File: src/rtl/branch_resolve.sv
// -----------------------------------------------------------------------------
// branch_resolve
//   Two-stage branch resolution pipeline with valid/ready handshakes on both
//   sides. S1 registers the incoming branch and evaluates direction, next PC
//   and mispredict. S2 registers that result for the consumer. A mispredicted
//   branch raises a one-cycle fetch redirect as it moves from S1 to S2.
//   Saturating performance counters track resolved branches and mispredicts.
//
// Ports
//   clk, reset_n                 clock, synchronous active-low reset
//   flush                        drop every in-flight branch, no count/redirect
//   in_valid / in_ready          upstream handshake
//   in_op, in_lhs, in_rhs        compare op and rs1/rs2 operand values
//   in_pc, in_imm, in_pred_taken branch PC, sign-extended B-imm, prediction
//   out_valid / out_ready        downstream handshake
//   out_taken, out_next_pc       resolved direction and next PC
//   out_mispredict               resolved direction differs from prediction
//   redirect_valid, redirect_pc  one-cycle fetch redirect and its target
//   cnt_branches, cnt_mispredicts saturating performance counters
// -----------------------------------------------------------------------------
module branch_resolve (
   input  logic        clk,
   input  logic        reset_n,
   input  logic        flush,
   input  logic        in_valid,
   output logic        in_ready,
   input  logic [2:0]  in_op,
   input  logic [31:0] in_lhs,
   input  logic [31:0] in_rhs,
   input  logic [31:0] in_pc,
   input  logic [31:0] in_imm,
   input  logic        in_pred_taken,
   output logic        out_valid,
   input  logic        out_ready,
   output logic        out_taken,
   output logic [31:0] out_next_pc,
   output logic        out_mispredict,
   output logic        redirect_valid,
   output logic [31:0] redirect_pc,
   output logic [31:0] cnt_branches,
   output logic [31:0] cnt_mispredicts
);

   localparam logic [2:0] COM_OP_EQ  = 3'b000;
   localparam logic [2:0] COM_OP_NE  = 3'b001;
   localparam logic [2:0] COM_OP_LT  = 3'b100;
   localparam logic [2:0] COM_OP_GE  = 3'b101;
   localparam logic [2:0] COM_OP_LTU = 3'b110;
   localparam logic [2:0] COM_OP_GEU = 3'b111;

   // S1: captured branch fields
   logic        s1_valid_q, s1_valid_d;
   logic [2:0]  s1_op_q, s1_op_d;
   logic [31:0] s1_lhs_q, s1_lhs_d;
   logic [31:0] s1_rhs_q, s1_rhs_d;
   logic [31:0] s1_pc_q, s1_pc_d;
   logic [31:0] s1_imm_q, s1_imm_d;
   logic        s1_pred_q, s1_pred_d;

   // S2: resolved result
   logic        s2_valid_q, s2_valid_d;
   logic        s2_taken_q, s2_taken_d;
   logic [31:0] s2_next_pc_q, s2_next_pc_d;
   logic        s2_mispredict_q, s2_mispredict_d;

   logic        redirect_valid_q, redirect_valid_d;
   logic [31:0] redirect_pc_q, redirect_pc_d;
   logic [31:0] cnt_branches_q, cnt_branches_d;
   logic [31:0] cnt_mispredicts_q, cnt_mispredicts_d;

   logic        s1_advance;
   logic        accept;
   logic        s1_taken;
   logic        s1_mispredict;
   logic [31:0] s1_sum;
   logic [31:0] s1_next_pc;

   assign s1_advance = s1_valid_q && (!s2_valid_q || out_ready);
   // reset_n gates in_ready so nothing is offered as accepted while in reset.
   assign in_ready   = reset_n && !flush && (!s1_valid_q || s1_advance);
   assign accept     = in_valid && in_ready;

   // Direction evaluation; the two unused encodings fall through to not-taken.
   // NOTE: every signal assigned in an always_comb gets a default first so no
   // path leaves it unassigned, which would otherwise infer a latch.
   always_comb begin
      s1_taken = 1'b0;
      case (s1_op_q)
         COM_OP_EQ:  s1_taken = (s1_lhs_q == s1_rhs_q);
         COM_OP_NE:  s1_taken = (s1_lhs_q != s1_rhs_q);
         COM_OP_LT:  s1_taken = ($signed(s1_lhs_q) <  $signed(s1_rhs_q));
         COM_OP_GE:  s1_taken = ($signed(s1_lhs_q) >= $signed(s1_rhs_q));
         COM_OP_LTU: s1_taken = (s1_lhs_q <  s1_rhs_q);
         COM_OP_GEU: s1_taken = (s1_lhs_q >= s1_rhs_q);
         default:    s1_taken = 1'b0;
      endcase
   end

   // 32-bit adds wrap naturally; the target's bit 0 is forced clear.
   assign s1_sum        = s1_pc_q + s1_imm_q;
   assign s1_next_pc    = s1_taken ? {s1_sum[31:1], 1'b0} : (s1_pc_q + 32'd4);
   assign s1_mispredict = s1_taken ^ s1_pred_q;

   always_comb begin
      s1_valid_d        = s1_valid_q;
      s1_op_d           = s1_op_q;
      s1_lhs_d          = s1_lhs_q;
      s1_rhs_d          = s1_rhs_q;
      s1_pc_d           = s1_pc_q;
      s1_imm_d          = s1_imm_q;
      s1_pred_d         = s1_pred_q;
      s2_valid_d        = s2_valid_q;
      s2_taken_d        = s2_taken_q;
      s2_next_pc_d      = s2_next_pc_q;
      s2_mispredict_d   = s2_mispredict_q;
      redirect_valid_d  = 1'b0;
      redirect_pc_d     = redirect_pc_q;
      cnt_branches_d    = cnt_branches_q;
      cnt_mispredicts_d = cnt_mispredicts_q;

      // S1: flush wins; accept refills even while the old entry advances.
      if (flush) begin
         s1_valid_d = 1'b0;
      end else if (accept) begin
         s1_valid_d = 1'b1;
         s1_op_d    = in_op;
         s1_lhs_d   = in_lhs;
         s1_rhs_d   = in_rhs;
         s1_pc_d    = in_pc;
         s1_imm_d   = in_imm;
         s1_pred_d  = in_pred_taken;
      end else if (s1_advance) begin
         s1_valid_d = 1'b0;
      end

      // S2: load on advance, drain on pop, otherwise hold (stall-stable).
      if (flush) begin
         s2_valid_d = 1'b0;
      end else if (s1_advance) begin
         s2_valid_d      = 1'b1;
         s2_taken_d      = s1_taken;
         s2_next_pc_d    = s1_next_pc;
         s2_mispredict_d = s1_mispredict;
      end else if (s2_valid_q && out_ready) begin
         s2_valid_d = 1'b0;
      end

      // Redirect and counting tie to the S1->S2 move, so a branch stalled in
      // S2 never pulses twice and a flushed branch never pulses at all.
      if (!flush && s1_advance) begin
         if (s1_mispredict) begin
            redirect_valid_d = 1'b1;
            redirect_pc_d    = s1_next_pc;
         end
         if (cnt_branches_q != 32'hFFFF_FFFF) begin
            cnt_branches_d = cnt_branches_q + 32'd1;
         end
         if (s1_mispredict && (cnt_mispredicts_q != 32'hFFFF_FFFF)) begin
            cnt_mispredicts_d = cnt_mispredicts_q + 32'd1;
         end
      end
   end

   // NOTE: state registers use non-blocking assignments so every flop samples
   // the pre-edge values regardless of statement order.
   always_ff @(posedge clk) begin
      if (!reset_n) begin
         s1_valid_q        <= 1'b0;
         s1_op_q           <= '0;
         s1_lhs_q          <= '0;
         s1_rhs_q          <= '0;
         s1_pc_q           <= '0;
         s1_imm_q          <= '0;
         s1_pred_q         <= 1'b0;
         s2_valid_q        <= 1'b0;
         s2_taken_q        <= 1'b0;
         s2_next_pc_q      <= '0;
         s2_mispredict_q   <= 1'b0;
         redirect_valid_q  <= 1'b0;
         redirect_pc_q     <= '0;
         cnt_branches_q    <= '0;
         cnt_mispredicts_q <= '0;
      end else begin
         s1_valid_q        <= s1_valid_d;
         s1_op_q           <= s1_op_d;
         s1_lhs_q          <= s1_lhs_d;
         s1_rhs_q          <= s1_rhs_d;
         s1_pc_q           <= s1_pc_d;
         s1_imm_q          <= s1_imm_d;
         s1_pred_q         <= s1_pred_d;
         s2_valid_q        <= s2_valid_d;
         s2_taken_q        <= s2_taken_d;
         s2_next_pc_q      <= s2_next_pc_d;
         s2_mispredict_q   <= s2_mispredict_d;
         redirect_valid_q  <= redirect_valid_d;
         redirect_pc_q     <= redirect_pc_d;
         cnt_branches_q    <= cnt_branches_d;
         cnt_mispredicts_q <= cnt_mispredicts_d;
      end
   end

   assign out_valid       = s2_valid_q;
   assign out_taken       = s2_taken_q;
   assign out_next_pc     = s2_next_pc_q;
   assign out_mispredict  = s2_mispredict_q;
   assign redirect_valid  = redirect_valid_q;
   assign redirect_pc     = redirect_pc_q;
   assign cnt_branches    = cnt_branches_q;
   assign cnt_mispredicts = cnt_mispredicts_q;

endmodule

File: config.mk
export PLATFORM = sky130hd
export DESIGN_NAME = branch_resolve
export DESIGN_NICKNAME = d
export VERILOG_FILES = /design/src/rtl/branch_resolve.sv
export SDC_FILE = /design/constraint.sdc
export NUM_CORES = 1
export LEC_CHECK = 0
export BUFFER_PORTS_ARGS = -buffer_cell sky130_fd_sc_hd__buf_2
export CAP_MARGIN = 10
export CORE_MARGIN = 1.5
export CORE_UTILIZATION = 36
export CTS_BUF_LIST = sky130_fd_sc_hd__clkbuf_8
export DETAILED_ROUTE_END_ITERATION = 8
export PLACE_DENSITY_LB_ADDON = 0.08
export SYNTH_ARGS = -nofsm -noshare
export SYNTH_HDL_FRONTEND = slang
export SYNTH_SLANG_ARGS = --single-unit
File: constraint.sdc
create_clock -name clk -period 8.35 [get_ports clk]
set_input_delay 1.67 -clock clk [delete_from_list [all_inputs] [get_ports clk]]
set_output_delay 1.67 -clock clk [all_outputs]
set_load 0.01 [all_outputs]
---- Word-level counts from Yosys, hierarchy flattened ----
Index checks and enable logic that the tools add are counted.
operators by class
  $mul .................................... 0
  equality and inequality tests ........... 9
  reduce and logical (&&, ||, !) cells .... 22
  magnitude comparators ................... 4
  muxes and demuxes ....................... 7
  shift operators ......................... 0
  $add $sub $neg .......................... 4
  divide/modulo/power cells ............... 0
  bitwise operators ....................... 3
operators by type and width
  cell                                            number
  adder 32 x 1 -> 32 bit (second input constant)  2
  greater-or-equal comparator 32 bit              2
  less-than comparator 32 bit                     2
  inequality test 32 bit (second input constant)  2
  adder 32 x 3 -> 32 bit (second input constant)  1
  adder 32 bit                                    1
  == test 32 bit                                  1
  2-to-1 mux 32 bit                               1
  inequality test 32 bit                          1
  == test 3 bit (second input constant)           4
  AND reduction 2 bit                             6
  logical AND 1 bit                               7
  one-hot mux 1 bit (6 select lines)              1
  2-to-1 mux 1 bit                                5
  nonzero test 2 bit                              2
  == test 3 x 1 -> 1 bit (second input constant)  1
  zero test 1 bit                                 3
  zero test 3 bit                                 1
  logical OR 1 bit                                2
  NOT 1 bit                                       2
  OR reduction 2 bit                              1
  bitwise XOR 1 bit                               1
word-level totals
  output and inout bits ................... 133
  logic and storage cells ................. 64
  memory bits (writable) .................. 0
  memories kept ........................... 0
  bits in registers ....................... 265
  bits in read-only memories .............. 0
  latch bits .............................. 0

---- Longest topological paths before layout ----
  word-level depth ........................ 7
  mapped depth ............................ 14

---- Least setup slack after synthesis ----
No wires, ideal clock.
  kind .................................... input to output
  start ................................... input reset_n
  end ..................................... output in_ready
  arrival ................................. 2.256 ns
  path slack .............................. 4.424 ns
  path buffers ............................ 1
  stages .................................. 3
  path through ............................ clkbuf_1 nand2b_1 a21oi_1
between the ends
  cells in the longest elaborated chain, start to end .. 2
ends and longest elaborated chain
  what                            line  RTL
  from (decl)                     23    input logic reset_n,
  logical AND 1 bit (2 in a row)  80    assign in_ready = reset_n && !flush && (!s1_valid_q || s1_advance);
  to (decl)                       26    output logic in_ready,
Every way passes these cells.

---- Worst setup path after layout ----
Same ends and word-level chain as after synthesis.

==> flow_summary_export.csv <==
group,metric,value,unit
synth,avgSynthCellArea,7.79,µm²
routing,drc,0,
clocking,cts.sinks,265,
global_route,grt_overflow_total,0,
sta,rsz0062_at_grt,"false",
worst_hold_path,worstHoldPathType,"reg2reg",
sta,min_period,4.80,ns
flow_run,drv_cap,0,
layout,n_fill_cell,3805,
sta,slew_headroom,32.5,%
synth,syn-cell-area,13400,µm²
pwr,power_frac_comb,9.4,%
status,outcome,"finished, final reports clean",
floorplanning,die_h,196,µm
critical_path,cp_common_cell,"buf_2",
synth,synth_compound_area_share,19.7,%
pwr,pwr-share-seq,43.4,%
synth,synthXorXnorAreaFrac,4.95,%
routing,ant_nets,0,
clocking,cts_tree,"yes",
clocking,cts-root-buf,"clkbuf_8",
synth,synth_cells,1727,
critical_path,criticalPathCategory,"in2out",
floorplanning,die_area,38500,µm²
clocking,holdBufCountCts,0,
synth,ys_warn_count,0,
floorplanning,chipWidth,196,µm
routing,vias,12900,
critical_path,end_kind,"primary output",
clocking,cts_buffers,50,
routing,dr.pass1.iters,5,
pwr,p_int,0.00223,W
synth,synth_top_family_by_area,"simple AND/OR/NAND/NOR gates",
routing,drt-total-wl,42000,µm
pwr,swShare,26.2,%
layout,nets,2170,
placed_design,dpl.hpwl,29700,µm
critical_path,worstPathCellList,"buf_2 > buf_4 > nand2b_1 > a21oi_1 > buf_2",
synth,synth_flop_cell,"dfxtp_1",
synth,yosysTopAreaCellShare,39.4,%
global_route,antenna_found_initial,7,
pwr,clockPowerShare,47.1,%
global_route,grt_pass1_wl,66900,µm
critical_path,cp-start-kind,"input pin",
synth,yosysMostFrequentCell,"nand2_1",
synth,syn_nets,1930,
synth,yosysTopAreaCell,"dfxtp_1",
routing,drtIter0Drc,573,
pwr,vdd_drop_max,0.0951,mV
sta,fin_setup_tns,0,ns
clocking,clk_pin_slew,0.06,ns
sta,slew_viol_final,0,
synth,yosysUniqueCellTypes,77,
critical_path,cp_top_family,"buffers and inverters",
synth,synth_area_leaders,"dfxtp_1, nand2_1, a21oi_1",
clocking,ctsLongestPathBuffers,3,
pwr,p_sw,0.000794,W
clocking,ctsResizeCount,0,
sta,max_freq,0.208,GHz
routing,vias_per_cell,5.20,
clocking,clock_latency,0.62,ns
global_route,grt_max_degree,127,
floorplanning,placeableCoreArea,36700,µm²
synth,synthAdderAreaFrac,6.20,%
synth,ys_seq_elements,265,
clocking,htreeDepth,2,
sta,setup_viol,0,
critical_path,critical_path_buf_inv_count,3,
sta,finalClockSkew,0.0194,ns
synth,synthSimpleGateAreaFrac,23.9,%
sta,tightest_slew,1.01,ns
critical_path,worstPathArrival,3.13,ns
pwr,p_per_area,186,nW/µm²
placed_design,gp_congestion,0.903,
sta,period_share,57.5,%
synth,async_reset_ff_share,0,%
synth,synth_seq_area_share,39.4,%
critical_path,crit_required,6.68,ns
critical_path,path_max_fanout,71,
critical_path,critPathMaxStageDelay,0.57,ns
sta,hold_violations,0,
synth,synth_edf_count,0,
global_route,grtUsageTotal,21.7,%
pwr,power.static_leakage,6.82,nW
floorplanning,initial_core_util,36.6,%
floorplanning,pin_count,270,
routing,wire_per_inst,17.0,µm
layout,syn_to_final_growth,21.0,%
layout,drive_gt1_share,19.9,%
pwr,p_total,0.00303,W
critical_path,slowest_stage,"buf_4",
placed_design,port-buffer-count,269,
clocking,postCtsSetupRepairBufs,0,
floorplanning,core.rowCount,70,
synth,synthMuxAreaShare,1.58,%
synth,ys_top_cells_by_count,"nand2_1, dfxtp_1, a21oi_1",
global_route,grt_pass1_vias,12300,
## routing by layer
layer / vias to the layer above / GRT usage, % / wire length, µm / part of all wire [%]
li1: 6511 / - / - / -
met1: 5969 / 28.5 / 19500 / 47
met2: 317 / 33.8 / 18400 / 44
met3: 76 / 5.83 / 2720 / 6.5
met4: 10 / 8.60 / 1330 / 3.2
met5: - / 0 / 50 / 0.12
## tightest hold or removal path, stage by stage (launching register included)
cell and delay (ns):
dfxtp_1 0.30, nand2_1 0.05, a21oi_1 0.05
## through the flow
step | cell area, µm² | hold WS, ns | utilization [%] | setup slack (ns) | instances
floorplan | 13400 | 0.436 | - | 4.42 | 1727
detailed placement | 15100 | 0.442 | 41.2 | 3.45 | 2383
global route | 16300 | 0.455 | 44.3 | 3.30 | 2475
global placement | 15100 | 0.436 | 41.2 | 3.47 | 2383
finish | 16300 | 0.446 | 44.4 | 3.55 | 2476
CTS | 16300 | 0.449 | 44.3 | 3.44 | 2475
## power by group through the flow
| stage | Combinational (W) | Clock, W | Sequential, W |
|---|---|---|---|
| detailed placement | 0.000288 | 0 | 0.00134 |
| CTS | 0.000289 | 0.00147 | 0.00131 |
| global placement | 0.000286 | 0 | 0.00134 |
| floorplan | 0.000188 | 0 | 0.00134 |
| global route | 0.000323 | 0.00153 | 0.00132 |
| finish | 0.000285 | 0.00143 | 0.00131 |
## flip-flops by register name, indices dropped and copies added, names as in the netlist
signal           count
s1_rhs_q            32
s1_pred_q            1
cnt_mispredicts     32
redirect_valid       1
out_next_pc         32
s1_valid_q           1
out_mispredict       1
out_valid            1
cnt_branches        32
s1_op_q              3
out_taken            1
s1_lhs_q            32
s1_pc_q             32
s1_imm_q            32
redirect_pc         32
## placed cells by master (no fill, tap or decap), types with 7 or more instances in the layout
master,n
a211oi_1,9
a21o_1,12
a21oi_1,241
a31oi_1,12
and3_1,24
and4_1,9
buf_2,269
buf_4,10
clkbuf_8,70
dfxtp_1,265
ha_1,65
inv_1,65
mux2i_1,19
nand2_1,388
nand2b_1,21
nand3_1,66
nand4_1,35
nor2_1,89
nor3_1,19
o211ai_1,17
o21a_1,8
o21ai_0,60
o221a_2,8
o22ai_1,7
o31ai_1,8
or3_1,25
xnor2_1,32
xor2_1,44
## path summary, 6_finish.rpt
path / startpoint / end / slack [ns] / cells after the start
setup / recovery: reset_n / in_ready / 3.55 / 5
hold / removal: out_next_pc[25]$_SDFFE_PN0P_ / out_next_pc[25]$_SDFFE_PN0P_ / 0.45 / 2
setup reg to reg: s1_rhs_q[31]$_SDFFE_PN0P_ / out_next_pc[12]$_SDFFE_PN0P_ / 4.65 / 12
hold reg to reg: out_next_pc[25]$_SDFFE_PN0P_ / out_next_pc[25]$_SDFFE_PN0P_ / 0.45 / 2
## layout make-up
cell class / count / area, µm² / share of cell area (%)
flip-flops and latches: 265 / 5310 / 32.6
diodes: 1 / 2.50 / 0.0154
multi-input cells: 1314 / 7590 / 46.7
inverters: 57 / 219 / 1.35
clock inverters: 22 / 184 / 1.13
repair buffers: 279 / 1420 / 8.73
clock buffers: 70 / 963 / 5.92
well taps: 468 / 586 / 3.60
## cell families (layout without fill, tap and decap cells)
| family | count (synthesis) | after routing |
|---|---|---|
| xor+xnor | 76 | 76 |
| fa+ha+maj | 66 | 66 |
| other cells | 0 | 1 |
| mux | 21 | 21 |
| flops | 265 | 265 |
| buf+inv | 148 | 428 |
| compound gates | 440 | 440 |
| simple gates | 711 | 711 |
(Power assumes the default switching activity.)
